## src/rtl/exception_pipe_n.sv

```systemverilog
// exception_pipe_n: carries an exception record alongside the pipeline to commit,
// keeping the oldest detection, with per-stage flush and an optional late commit source.
module exception_pipe_n #(
   parameter int STAGES  = 2,
   parameter int CAUSE_W = 5,
   parameter int TVAL_W  = 32,
   parameter bit LATE_EN = 1'b1
) (
   input  logic                          clk,
   input  logic                          rst_sync,
   input  logic                          stall_n,
   input  logic [STAGES-1:0]             flush,
   input  logic [STAGES:0]               src_raise,
   input  logic [(STAGES+1)*CAUSE_W-1:0] src_cause,
   input  logic [(STAGES+1)*TVAL_W-1:0]  src_tval,
   output logic                          commit_raise,
   output logic [CAUSE_W-1:0]            commit_cause,
   output logic [TVAL_W-1:0]             commit_tval,
   output logic                          pending
);
   localparam int L = STAGES - 1;
   logic [STAGES-1:0]  raise_q, raise_d;
   logic [CAUSE_W-1:0] cause_q [STAGES];
   logic [CAUSE_W-1:0] cause_d [STAGES];
   logic [TVAL_W-1:0]  tval_q  [STAGES];
   logic [TVAL_W-1:0]  tval_d  [STAGES];
   logic               late;
   always_comb begin
      raise_d[0] = src_raise[0];
      cause_d[0] = src_cause[CAUSE_W-1:0];
      tval_d[0]  = src_tval[TVAL_W-1:0];
      for (int i = 1; i < STAGES; i++) begin
         raise_d[i] = raise_q[i-1] | src_raise[i];
         cause_d[i] = raise_q[i-1] ? cause_q[i-1] : src_cause[i*CAUSE_W +: CAUSE_W];
         tval_d[i]  = raise_q[i-1] ? tval_q[i-1] : src_tval[i*TVAL_W +: TVAL_W];
      end
   end
   // flush is per register, so a neighbour still captures the pre-flush contents
   always_ff @(posedge clk) begin
      for (int i = 0; i < STAGES; i++) begin
         if (rst_sync || flush[i]) begin
            raise_q[i] <= 1'b0;
            cause_q[i] <= '0;
            tval_q[i]  <= '0;
         end else if (stall_n) begin
            raise_q[i] <= raise_d[i];
            cause_q[i] <= cause_d[i];
            tval_q[i]  <= tval_d[i];
         end
      end
   end
   assign late         = LATE_EN && src_raise[STAGES];
   assign commit_raise = raise_q[L] || late;
   assign commit_cause = raise_q[L] ? cause_q[L] : late ? src_cause[STAGES*CAUSE_W +: CAUSE_W] : '0;
   assign commit_tval  = raise_q[L] ? tval_q[L] : late ? src_tval[STAGES*TVAL_W +: TVAL_W] : '0;
   assign pending      = |raise_q;
endmodule

```

## config.mk

```make
export PLATFORM = sky130hd
export DESIGN_NAME = exception_pipe_n
export DESIGN_NICKNAME = d
export VERILOG_FILES = /design/src/rtl/exception_pipe_n.sv
export SDC_FILE = /design/constraint.sdc
export NUM_CORES = 1
export LEC_CHECK = 0
export CELL_PAD_IN_SITES_DETAIL_PLACEMENT = 1
export CELL_PAD_IN_SITES_GLOBAL_PLACEMENT = 1
export CORE_MARGIN = 2
export CORE_UTILIZATION = 36
export CTS_BUF_LIST = sky130_fd_sc_hd__clkbuf_2 sky130_fd_sc_hd__clkbuf_4 sky130_fd_sc_hd__clkbuf_8
export DETAILED_ROUTE_END_ITERATION = 10
export PLACE_DENSITY = 0.95
export SETUP_SLACK_MARGIN = 0.5
export SYNTH_ARGS = -nofsm -noshare
export SYNTH_HDL_FRONTEND = slang
export SYNTH_SLANG_ARGS = --single-unit
```

## constraint.sdc

```tcl
create_clock -name clk -period 4.65 [get_ports clk]
set_input_delay 0.93 -clock clk [delete_from_list [all_inputs] [get_ports clk]]
set_output_delay 0.93 -clock clk [all_outputs]
set_load 0.01 [all_outputs]
```

# [Yosys cells after proc, flatten, opt, wreduce, memory -nomap -nowiden]
# Memory sizes are Yosys's and may differ from the RTL's.
# Index checks and enable logic that the tools add are counted.
[totals] regBits=2 ramBits=74 output_inout_bits=39 word_cells=32 mem_count=2
[mem_list] name="tval_q" words=2 width=32 rd=2 rd_clocked_by_memory_dff=0 wr=2 line="25" rtl="logic [TVAL_W-1:0] tval_q [STAGES];"
[mem_list] name="cause_q" words=2 width=5 rd=2 rd_clocked_by_memory_dff=0 wr=2 line="23" rtl="logic [CAUSE_W-1:0] cause_q [STAGES];"
[op_classes] n_mux=19 n_bitwise=5 n_reduce_logical=4
[ops] cell="2-to-1 mux 32 bit" count=5
[ops] cell="2-to-1 mux 5 bit" count=5
[ops] cell="2-to-1 mux 1 bit" count=9
[ops] cell="OR 1 bit" count=5
[ops] cell="logical OR 1 bit" count=3
[ops] cell="OR reduction 2 bit" count=1

# [Depth between registers and ports, before layout]
# Gate-level depths: netlist of run 1.
[logic_depth] word_depth=4 mapped_depth=4 depth_no_buf=2

# [Worst setup path before layout of run 1]
# OpenSTA, ideal clock, no wires.
[synth_path] kind="input-to-output" from="input port src_raise[2]" to="output port commit_tval[0]" arrival_time_ns=1.573 required_ns=3.720 path_slack_ns=2.147 path_stages=4 n_path_buf=2 cell_sequence="nor2b_1 buf_2 buf_2 a22o_1"
[synth_between] elab_chain_cells=2
[synth_lines] item="start, declared" line="13" rtl="input logic [STAGES:0] src_raise,"
[synth_lines] item="2-to-1 mux 32 bit (2 in a row)" line="55" rtl="assign commit_tval = raise_q[L] ? tval_q[L] : late ? src_tval[STAGES*TVAL_W +: TVAL_W] : '0;"
[synth_lines] item="end, declared" line="18" rtl="output logic [TVAL_W-1:0] commit_tval,"
# Every way passes these cells.

# [Worst setup path after layout of run 1]
[layout_path] from="input port src_raise[2]" to="output port commit_tval[9]"
# Same word-level chain as after synthesis.

==> flow_summary.ini, run 1 <==
[floorplanning]
die_x_um = 103
io_pins = 158
die-area_um2 = 10600
rows = 36
die_y_um = 103
placeableCoreArea_um2 = 9640
initial_core_util = 0.367

[drt]
vias_per_cell = 4.83
initialDrtViolationCount = 28
firstDrtPassIters = 4
routed_wl_um = 9460
wl_per_cell_um = 17.3
drc = 0
ant_nets = 0
dr_total_vias = 2636

[worst_setup_path]
worstSetupEndpointType = output port
critPathMaxFanout = 37
crit_chain = clkdlybuf4s50_1 > nor2b_4 > buf_4 > a22o_1 > clkdlybuf4s50_1
cpPeakStageDelay_ns = 0.54
r2r_start = raise_q[1]
critPathLaunchType = input pin
reg2regPathDepth = 3
cpLargestDelayFamily = buffers and inverters
worstSetupPathType = in2out
r2r-end = raise_q[1]
crit_path_top_delay_cell = clkdlybuf4s50_1
critical_path_buf_inv_count = 3
arrival_ns = 2.71
crit_top_cell = clkdlybuf4s50_1
r2r_slack_ns = 3.04
cp.required_ns = 3.72

[global_routing]
met2_usage = 0.348
grt_pass1_vias = 2890
grtUsageTotal = 0.181
grt_remaining_overflow = 0
grt_pass1_wl_um = 14200
grt_max_degree = 41
antenna_found_initial = 0
grt_use_met1 = 0.185
gr-usage-met3 = 0.0549
grt_busiest_layer = met2

[placed_design]
gp_congestion = 0.781
dp_hpwl_um = 7190
dp_cells = 530
place_area_um2 = 5200
io_buffers = 157

[timing]
tns_ns = 0
worstMarginPinSlew_ns = 1.07
hold_viol = 0
slew_headroom = 0.287
fin_crit_ns = 3.64
fmax_mhz = 275
fin_crit_sh = 0.783
slew_viol_final = 0
finalSetupViolCount = 0
finClkSkew_ns = 0.00555
grt_setup_unrepaired = false

[clock_network]
cts_resized = 0
cts-root-buf = clkbuf_8
cts_htree_levels = 3
cts_tree = built
insertion_delay_ns = 0.34
ctsLongestPathBuffers = 2
cts_made_buffers = 9
cts.reportedPaths.clkPinSlew_ns = 0.07
clkSinkCount = 76
ctsHoldBuffers = 0
postCtsSetupRepairBufs = 0

[synth]
syn_avg_cell_area_um2 = 13.8
syn-num-nets = 375
synth_cell_types = 18
ys.warnings.count = 0
synth_area_leaders = edfxtp_1 63%, mux2i_1 11%, a22o_1 9.2%, and2_1 6.5%, nor2_1 3.8%
mappedNetlistArea_um2 = 3540
syn_inst = 256
netlist.area_leader.share = 0.628
yosysTopAreaCell = edfxtp_1
yosys_register_bits = 76
ys_seq_area_frac = 0.639

[pwr]
vdd_ir_drop_max_mv = 0.114
p_leak_nw = 2.05
power.density_nw_per_um2 = 289
power.total_w = 0.00156

[min_path]
min_from = tval_q[0][31]
hp-class = reg2reg
holdPathEnd = tval_q[1][31]
hold_depth = 2

[finish]
multiInputGateArea_um2 = 1170
final_nets = 527
finalInstanceArea_um2 = 5400
drive_above_1_share = 0.0702
n_fill_cell = 1009
n_antenna_cell = 0
layout.area.seq_um2 = 2260
syn_to_final_growth_pct = 52.6
fin_cells = 546

[status]
outcome = finished clean

[job]
cap_violations = 0
## where the power goes
group,internal (W),total (W),switching (W)
sequential,0.000790,0.000806,0.0000154
combinational,0.000160,0.000244,0.0000844
clock,0.000278,0.000509,0.000231
total,0.00123,0.00156,0.000331
## layout make-up
type	count	area share
Clock inverter	2	0.00649
Sequential cell	76	0.419
Clock buffer	14	0.0299
Tap cell	133	0.0308
Multi-Input combinational cell	160	0.217
Timing Repair Buffer	161	0.297
## cell usage after synthesis
cell type / count
nor3_1: 1
nor2_1: 36
and2_1: 37
or2_2: 2
buf_2: 8
edfxtp_1: 74
nor4_1: 1
a22o_1: 37
clkbuf_1: 8
nor2_2: 2
dfxtp_1: 2
nor3b_4: 1
or3_1: 2
buf_6: 4
nor3b_1: 1
or3b_1: 1
mux2i_1: 38
nor2b_1: 1
## per-stage QoR
| stage | hold WS (ns) | utilization | setup slack [ns] |
|---|---|---|---|
| 2_1_floorplan | 0.536 | - | 2.15 |
| 3_3_place_gp | 0.541 | 0.540 | 1.06 |
| 3_5_place_dp | 0.562 | 0.540 | 1.00 |
| 4_1_cts | 0.579 | 0.560 | 0.995 |
| 5_1_grt | 0.606 | 0.560 | 0.924 |
| 6_report | 0.573 | 0.560 | 1.01 |
## layout by cell type (no fill, tap or decap), drive strengths merged
cell             n
edfxtp          74
bufinv           1
clkdlybuf4s50  157
nor3b            2
clkbuf          14
nor2b            1
nor3             1
or3              2
and2            37
nor4             1
nor2            38
clkinv           1
a22o            37
mux2i           38
dfxtp            2
buf              4
or2              2
or3b             1
## how the worst max path moves through the flow
stage	cells after the start	end	slack [ns]	startpoint
3_3_place_gp	5	commit_cause[0]	1.06	src_raise[2]
4_1_cts	5	commit_tval[9]	0.99	src_raise[2]
6_report	5	commit_tval[9]	1.01	src_raise[2]
2_1_floorplan	4	commit_tval[0]	2.15	src_raise[2]
3_5_place_dp	5	commit_tval[9]	1.00	src_raise[2]
5_1_grt	5	commit_tval[9]	0.92	src_raise[2]
## flip-flops by register name, indices dropped and copies added, names as in the netlist
name / flops
cause_q: 10
tval_q: 64
raise_q: 2
## worst reg2reg max path, stage by stage (launching register included)
cell and delay [ns]:
dfxtp_1 0.90, buf_4 0.39, nor2_1 0.07, nor4_1 0.16
## kinds of logic (layout without fill, tap and decap cells)
logic type,count (synthesis),in the layout,synth area share
muxes,38,38,0.107
buffers and inverters,20,177,0.0325
and+or+nand+nor,85,85,0.129
DFF,76,76,0.639
AOI/OAI and AO/OA,37,37,0.0916
## routing by layer
layer  share of wire  vias to the layer above
li1                -                     1254
met1            0.36                     1264
met2            0.56                      104
met3           0.060                       14
met4           0.018                        0
met5               0                        -
Note: power is estimated with default switching activity, not from simulation.
==> inputs of run 2 (changes only) <==
--- a/config.mk
+++ b/config.mk
@@ -8,10 +8,10 @@
 export CELL_PAD_IN_SITES_DETAIL_PLACEMENT = 1
 export CELL_PAD_IN_SITES_GLOBAL_PLACEMENT = 1
 export CORE_MARGIN = 2
-export CORE_UTILIZATION = 36
+export CORE_UTILIZATION = 30
 export CTS_BUF_LIST = sky130_fd_sc_hd__clkbuf_2 sky130_fd_sc_hd__clkbuf_4 sky130_fd_sc_hd__clkbuf_8
 export DETAILED_ROUTE_END_ITERATION = 10
-export PLACE_DENSITY = 0.95
+export PLACE_DENSITY = 0.89
 export SETUP_SLACK_MARGIN = 0.5
 export SYNTH_ARGS = -nofsm -noshare
 export SYNTH_HDL_FRONTEND = slang
==> constraint.sdc (replaced) <==
create_clock -name clk -period 3.3 [get_ports clk]
set_input_delay 0.66 -clock clk [delete_from_list [all_inputs] [get_ports clk]]
set_output_delay 0.66 -clock clk [all_outputs]
set_load 0.01 [all_outputs]
==> run 2 against run 1 <==
Compared with the run above:
- combinational power up 45%
- critical path type unchanged
- largest cell class unchanged
- critical path depth unchanged
- total power up 46%
==> flow_summary.ini, run 2 (same netlist as run 1, synthesis figures left out) <==
[timing]
fin_crit_sh = 0.881
whs_ns = 0.573
worstMarginPinSlew_ns = 0.882
fin_crit_ns = 2.91
finalSetupViolCount = 0
grt_setup_unrepaired = true
hold_viol = 0
slew_headroom = 0.412
slew_viol_final = 0
finClkSkew_ns = 0.0121
fmax_mhz = 344
tns_ns = 0

[worst_setup_path]
arrival_ns = 2.25
worstSetupPathType = in2out
reg2regPathDepth = 3
cp.required_ns = 2.64
critPathMaxFanout = 17
critPathLaunchType = input pin
worstSetupEndpointType = output port

[drt]
wl_per_cell_um = 17.9
ant_nets = 0
firstDrtPassIters = 4
initialDrtViolationCount = 84
drc = 0
vias_per_cell = 4.75
dr_total_vias = 2680
routed_wl_um = 10100

[floorplanning]
io_pins = 158
rows = 39
die_x_um = 113
die-area_um2 = 12700
placeableCoreArea_um2 = 11500
initial_core_util = 0.309
die_y_um = 113

[clock_network]
cts.reportedPaths.clkPinSlew_ns = 0.07
cts_tree = built
ctsLongestPathBuffers = 2
cts_made_buffers = 9
insertion_delay_ns = 0.34
clkSinkCount = 76
cts_htree_levels = 3
cts-root-buf = clkbuf_8

[placed_design]
place_area_um2 = 5240
dp_hpwl_um = 7180
gp_congestion = 0.756
io_buffers = 157

[finish]
syn_to_final_growth_pct = 54.8
top_regs = tval_q: 64 flops, cause_q: 10 flops, raise_q: 2 flops
final_cell_mix = 135 x clkdlybuf4s50_1, 74 x edfxtp_1, 38 x mux2i_1, 37 x a22o_1, 37 x and2_1
regMostFlops = tval_q
final_nets = 535
drive_above_1_share = 0.126
n_antenna_cell = 0
finalInstanceArea_um2 = 5480
mostFrequentLayoutCell = clkdlybuf4s50_1
largest_reg_flops = 64

[pwr]
vdd_ir_drop_max_mv = 0.158
power.total_w = 0.00228
power.density_nw_per_um2 = 416
p_leak_nw = 2.19

[global_routing]
antenna_found_initial = 0
grt_pass1_wl_um = 15900
grt_pass1_vias = 3067
grtUsageTotal = 0.161
grt_max_degree = 40
grt_remaining_overflow = 0

[min_path]
hp-class = reg2reg
hold_depth = 2

[status]
outcome = finished clean

[job]
cap_violations = 0
==> run 2: cell count changes in the layout (fill, tap and decap cells not counted), moves of 4 or more <==
cell	previous run	this run
buf_4	4	9
clkdlybuf4s50_1	157	135
dlymetal6s2s_1	0	5
clkbuf_4	5	1
clkbuf_2	0	15
==> run 2: area by class of cell <==
class / instances / area [um2]
clock inverters: 6 / 88.8
clock buffers: 10 / 131
fillers: 1189 / 5990
repair buffers: 169 / 1640
multi-input cells: 160 / 1170
well taps: 143 / 179
flip-flops and latches: 76 / 2260
==> run 2: critical path: stages <==
cell             delay (ns)
clkdlybuf4s50_1        0.48
nor2b_4                0.22
buf_12                 0.18
a22o_1                 0.16
clkdlybuf4s50_1        0.54
==> run 2: path summary, 6_finish.rpt <==
| kind | to | from | slack, ns |
|---|---|---|---|
| max | commit_tval[22] | src_raise[2] | 0.39 |
| min reg2reg | tval_q[1][29] | tval_q[0][29] | 0.57 |
| max reg2reg | tval_q[1][12] | raise_q[0] | 1.78 |
| min | tval_q[1][29] | tval_q[0][29] | 0.57 |
==> run 2: power breakdown <==
part | leakage, nW | internal, W | switching, W
Sequential | 0.871 | 0.00111 | 0.0000198
Combinational | 1.22 | 0.000226 | 0.000129
Clock | 0.106 | 0.000435 | 0.000357
Total | 2.19 | 0.00177 | 0.000506
==> run 2: timing repair <==
item / 4_1_cts / 5_1_grt
buffers inserted: 3 / 2
hold buffers: 0 / 0
cloned: 1 / 0
gates resized for setup: 18 / 35
endpoints found under the setup margin: 33 / 35
pin swaps: 0 / 0
==> run 2: layer usage <==
metal | global-route usage | up-vias | wire (um)
li1 | - | 1267 | -
met1 | 0.177 | 1304 | 3960
met2 | 0.305 | 99 | 5540
met3 | 0.0394 | 10 | 489
met4 | 0.0455 | 0 | 89
met5 | 0 | - | 0
==> run 2: stage by stage <==
| stage | instances | util | worst slack (ns) |
|---|---|---|---|
| floorplan | 256 | - | 1.34 |
| global placement | 542 | 0.457 | 0.334 |
| detailed placement | 542 | 0.457 | 0.298 |
| CTS | 562 | 0.480 | 0.344 |
| global route | 564 | 0.478 | 0.307 |
| finish | 564 | 0.478 | 0.392 |
